[src/rtl/alarm_sched_ctrl.sv]
// Alarm clock control: button conditioning, set-mode steering
// and the ring / snooze / dismiss state machine.

module alarm_btn_cond #(
  parameter int REPEAT_DLY = 100,
  parameter int REPEAT_PER = 50
) (
  input  logic clk,
  input  logic clr,
  input  logic btn,
  output logic pulse
);

  localparam int CW = $clog2(REPEAT_DLY + 1);

  logic          s1;
  logic          s2;
  logic [CW-1:0] cnt;

  // sync the raw button, strobe once on press, then auto-repeat
  // cnt==0 marks "no strobe issued yet for this hold"
  always_ff @(posedge clk or negedge clr) begin
    if (!clr) begin
      s1    <= 1'b0;
      s2    <= 1'b0;
      cnt   <= '0;
      pulse <= 1'b0;
    end else begin
      s1    <= btn;
      s2    <= s1;
      pulse <= 1'b0;
      if (!s2) begin
        cnt <= '0;
      end else if (cnt == '0) begin
        pulse <= 1'b1;
        cnt   <= CW'(1);
      end else if (cnt == CW'(REPEAT_DLY)) begin
        pulse <= 1'b1;
        cnt   <= CW'(REPEAT_DLY - REPEAT_PER + 1);
      end else begin
        cnt <= cnt + 1'b1;
      end
    end
  end

endmodule

module alarm_sched_ctrl #(
  parameter int REPEAT_DLY  = 100,
  parameter int REPEAT_PER  = 50,
  parameter int RING_SECS   = 60,
  parameter int SNOOZE_SECS = 300
) (
  input  logic       clk,
  input  logic       clr,
  input  logic       tick_1hz,
  input  logic [1:0] mode,
  input  logic       hour_up,
  input  logic       min_up,
  input  logic [4:0] cur_hour,
  input  logic [5:0] cur_min,
  input  logic [5:0] cur_sec,
  output logic       time_inc_hour,
  output logic       time_inc_min,
  output logic [4:0] alarm_hour,
  output logic [5:0] alarm_min,
  output logic       armed,
  output logic       disp_alarm,
  output logic       alarm
);

  localparam int SMAX =
    (RING_SECS > SNOOZE_SECS) ? RING_SECS : SNOOZE_SECS;
  localparam int SW = $clog2(SMAX + 1);

  typedef enum logic [1:0] {
    IDLE,
    RINGING,
    SNOOZE
  } state_t;

  state_t        state;
  logic [SW-1:0] sec_cnt;
  logic          hour_p;
  logic          min_p;
  logic          any_p;
  logic          is_idle;
  logic          match;

  alarm_btn_cond #(
    .REPEAT_DLY(REPEAT_DLY),
    .REPEAT_PER(REPEAT_PER)
  ) u_hour (
    .clk  (clk),
    .clr  (clr),
    .btn  (hour_up),
    .pulse(hour_p)
  );

  alarm_btn_cond #(
    .REPEAT_DLY(REPEAT_DLY),
    .REPEAT_PER(REPEAT_PER)
  ) u_min (
    .clk  (clk),
    .clr  (clr),
    .btn  (min_up),
    .pulse(min_p)
  );

  assign any_p   = hour_p | min_p;
  assign is_idle = (state == IDLE);

  assign disp_alarm    = (mode == 2'd2);
  assign time_inc_hour = hour_p & is_idle & (mode == 2'd1);
  assign time_inc_min  = min_p & is_idle & (mode == 2'd1);

  assign match = tick_1hz & (mode == 2'd0) & armed
               & (cur_hour == alarm_hour)
               & (cur_min == alarm_min)
               & (cur_sec == 6'd0);

  // alarm time edits in set-alarm mode; alarm-off disarms
  always_ff @(posedge clk or negedge clr) begin
    if (!clr) begin
      alarm_hour <= '0;
      alarm_min  <= '0;
      armed      <= 1'b0;
    end else if (mode == 2'd3) begin
      armed <= 1'b0;
    end else if (is_idle && mode == 2'd2) begin
      if (hour_p)
        alarm_hour <= (alarm_hour == 5'd23) ? 5'd0
                    : alarm_hour + 5'd1;
      if (min_p)
        alarm_min <= (alarm_min == 6'd59) ? 6'd0
                   : alarm_min + 6'd1;
      if (any_p)
        armed <= 1'b1;
    end
  end

  // ring / snooze / dismiss state machine with registered alarm
  always_ff @(posedge clk or negedge clr) begin
    if (!clr) begin
      state   <= IDLE;
      sec_cnt <= '0;
      alarm   <= 1'b0;
    end else if (mode == 2'd3) begin
      state   <= IDLE;
      sec_cnt <= '0;
      alarm   <= 1'b0;
    end else begin
      case (state)
        IDLE: begin
          if (match) begin
            state   <= RINGING;
            sec_cnt <= '0;
            alarm   <= 1'b1;
          end
        end
        RINGING: begin
          if (any_p) begin
            state   <= SNOOZE;
            sec_cnt <= '0;
            alarm   <= 1'b0;
          end else if (tick_1hz) begin
            if (sec_cnt == SW'(RING_SECS - 1)) begin
              state   <= IDLE;
              sec_cnt <= '0;
              alarm   <= 1'b0;
            end else begin
              sec_cnt <= sec_cnt + 1'b1;
            end
          end
        end
        SNOOZE: begin
          if (tick_1hz) begin
            if (sec_cnt == SW'(SNOOZE_SECS - 1)) begin
              state   <= RINGING;
              sec_cnt <= '0;
              alarm   <= 1'b1;
            end else begin
              sec_cnt <= sec_cnt + 1'b1;
            end
          end
        end
        default: begin
          state   <= IDLE;
          sec_cnt <= '0;
          alarm   <= 1'b0;
        end
      endcase
    end
  end

endmodule
[config.mk]
export PLATFORM = sky130hd
export DESIGN_NAME = alarm_sched_ctrl
export DESIGN_NICKNAME = d
export VERILOG_FILES = /design/src/rtl/alarm_sched_ctrl.sv
export SDC_FILE = /design/constraint.sdc
export NUM_CORES = 1
export LEC_CHECK = 0
export CAP_MARGIN = 20
export CELL_PAD_IN_SITES_DETAIL_PLACEMENT = 1
export CELL_PAD_IN_SITES_GLOBAL_PLACEMENT = 2
export CORE_MARGIN = 2
export CORE_UTILIZATION = 43
export DETAILED_ROUTE_END_ITERATION = 12
export DONT_BUFFER_PORTS = 1
export GPL_TIMING_DRIVEN = 0
export PLACE_DENSITY = 0.95
export SLEW_MARGIN = 15
export SYNTH_ARGS = -nofsm -noshare
export SYNTH_HDL_FRONTEND = slang
export SYNTH_SLANG_ARGS = --single-unit
[constraint.sdc]
create_clock -name clk -period 4.6 [get_ports clk]
set_input_delay 0.92 -clock clk [delete_from_list [all_inputs] [get_ports clk]]
set_output_delay 0.92 -clock clk [all_outputs]
set_load 0.02 [all_outputs]
==> flow_summary.json <==
{
  "start_util": 0.444,
  "viasPerCell": 5.82,
  "diodes": 0,
  "yosys.area.top_type": "dfrtp_1",
  "hpwl_um": 4160,
  "yosys-top-cells-area": "dfrtp_1 44%, ha_1 5.6%, xnor2_1 5.0%, nand3_1 3.9%, nor2_1 2.8%",
  "final_antenna_net_count": 0,
  "status": "finished clean",
  "yosys_warnings": 0,
  "gr-total-overflow": 0,
  "worst-r2r-cell-count": 7,
  "critPathKind": "flop to output pin",
  "worst_ir_drop_vdd_mv": 0.232,
  "grt_pass1_wl_um": 9380,
  "fillers": 623,
  "worstMarginPinSlew_ps": 608,
  "avgSynthCellArea_um2": 9.91,
  "ios": 40,
  "drc": 0,
  "cts_tree": "built",
  "p_per_area_nw_per_um2": 470,
  "final_max_slew_viol_count": 0,
  "die-area_um2": 6310,
  "clock.fmax_mhz": 397,
  "p_total_uw": 1250,
  "wl_per_cell_um": 17.2,
  "core-area_um2": 5510,
  "r2r_slack_ps": 2290,
  "grt.met2_usage": 0.334,
  "async_reset_ff_frac": 1.00,
  "grt_pass1_vias": 2005,
  "wl_um": 5640,
  "startpoint": "state[0]",
  "numCtsBuffers": 5,
  "path_clk_slew_ps": 90,
  "synth_cells": 247,
  "first_iter_violations": 55,
  "timing.rr.start": "alarm_min[3]",
  "synth.distinct_cells": 47,
  "cap_violations": 0,
  "grt_busiest_layer": "met2",
  "portBuffers": 0,
  "place_congestion": 0.804,
  "grt_antenna_before_repair": 0,
  "fp.dieW_um": 79.4,
  "fin_nets": 289,
  "crit_path_end": "time_inc_hour",
  "syn_to_final_growth_pct": 8.49,
  "hold_viol": 0,
  "clk_path_buf_depth": 2,
  "timing.final.ws_setup_ps": 2080,
  "root_buffer": "clkbuf_8",
  "hold_path_class": "input pin to asynchronous set/reset pin",
  "track_usage": 0.190,
  "cp.required_ps": 3680,
  "clkSinkCount": 43,
  "dpl_cell_area_um2": 2540,
  "timing.rr.end": "sec_cnt[7]",
  "synth_ff_type": "dfrtp_1",
  "rsz0062_at_grt": "no",
  "drive_gt1_frac": 0.0863,
  "syn_area_um2": 2450,
  "placementRows": 27,
  "fin_crit_sh": 0.548,
  "firstDrtPassIters": 4,
  "use_met3": 0.0407,
  "synth_edf_count": 0,
  "cts_hold_buf": 0,
  "min_period_ps": 2520,
  "post-cts-setup-buffer-count": 0,
  "synth_nets": 282,
  "final-setup-viol-count": 0,
  "post_cts_resized": 0,
  "fin_skew_ps": 10.8,
  "gr-usage-met1": 0.229,
  "via_count": 1904,
  "final_area_um2": 2660,
  "worst_ep_arrival_time_ps": 1600,
  "clk_latency_ps": 310,
  "pre_cts_ws_ps": 1950,
  "fp.dieH_um": 79.4,
  "final_common_cell": "dfrtp_1",
  "crit_path_end_kind": "output pin",
  "cp_max_fo": 7,
  "synth_seq_cells": 43,
  "yosysSeqAreaShare": 0.440,
  "critPathLaunchType": "flop",
  "synth_top_area_frac": 0.440,
  "leakagePower_uw": 0.00118,
  "fin_setup_tns_ps": 0,
  "grt_max_degree": 44,
  "cts_max_level": 2,
  "max_slew_margin": 0.593,
  "final_cell_mix": "43 x dfrtp_1, 19 x nand3_1, 18 x nor2_1"
}
==> worst max-delay path, stage by stage (launching register included) <==
cell	delay, ps
dfrtp_1	540
inv_1	140
ha_1	290
and4b_2	330
==> synth_stat cells, types with 2 or more instances <==
library cell / n
a211oi_1: 2
a21o_1: 5
a21oi_1: 9
a32o_1: 3
and2_1: 3
and3_1: 4
and4b_2: 3
buf_6: 2
clkbuf_1: 3
dfrtp_1: 43
ha_1: 11
inv_1: 16
mux2_2: 2
mux2i_1: 3
nand2_1: 17
nand2b_1: 4
nand3_1: 19
nand4_1: 7
nand4b_1: 2
nor2_1: 18
nor3_1: 3
o2111ai_1: 2
o211ai_1: 5
o21a_1: 2
o21ai_0: 12
o221ai_1: 2
o2bb2ai_1: 2
o31ai_1: 3
or3_1: 2
or3b_2: 2
xnor2_1: 14
xor2_1: 7
==> how the worst min path moves through the flow <==
stage	slack (ps)	from	end	cells after the start
4_1_cts	290	clr	u_hour.cnt[4]	0
5_1_grt	280	clr	u_hour.cnt[4]	0
3_5_place_dp	340	u_min.s1	u_min.s2	0
2_1_floorplan	330	u_hour.s1	u_hour.s2	0
6_report	300	clr	alarm_min[4]	0
3_3_place_gp	330	u_min.s1	u_min.s2	0
==> cell type report <==
cell class	instances	area, µm²	share of cell area
multi-input combinational	183	1280	0.481
sequential	43	1080	0.405
tap	72	90.1	0.0339
clock buffer	6	82.6	0.0311
inverter	16	60.1	0.0226
clock inverter	2	35.0	0.0132
buffer	5	33.8	0.0127
==> where the power goes <==
group          internal [µW]  leakage [µW]  switching (µW)  total [µW]
registers                426      0.000573             111         537
clock network            176     0.0000612             140         316
logic                    174      0.000543             222         396
==> flip-flops by register name, indices dropped and copies added, names as in the netlist, 2 cells and up <==
| name | count |
|---|---|
| alarm_min | 6 |
| alarm_hour | 5 |
| sec_cnt | 9 |
| u_min.cnt | 7 |
| u_hour.cnt | 7 |
| state | 2 |
==> cells by family (layout without fill, tap and decap cells) <==
group                    after synthesis  count (layout)  share of synthesized area
multiplexers                           5               5                     0.0215
adder cells (fa/ha/maj)               11              11                     0.0562
AO/OA/AOI/OAI                         54              54                      0.162
AND/OR/NAND/NOR                       92              92                      0.208
XOR/XNOR                              21              21                     0.0752
buffers and inverters                 21              29                     0.0383
flip-flops                            43              43                      0.440
==> routing by layer <==
metal	vias to the layer above	wire length (µm)	share of wire
met3	7	247	0.044
li1	915	-	-
met4	0	79	0.014
met2	40	2820	0.50
met1	942	2490	0.44
met5	-	0	0
==> metrics by stage <==
stage	utilization	cells	hold slack [ps]
finish	0.482	327	296
global route	0.482	327	285
CTS	0.482	327	292
detailed placement	0.461	319	336
global placement	0.461	319	332
floorplan	-	247	331
Note: power is estimated with default switching activity, not from simulation.
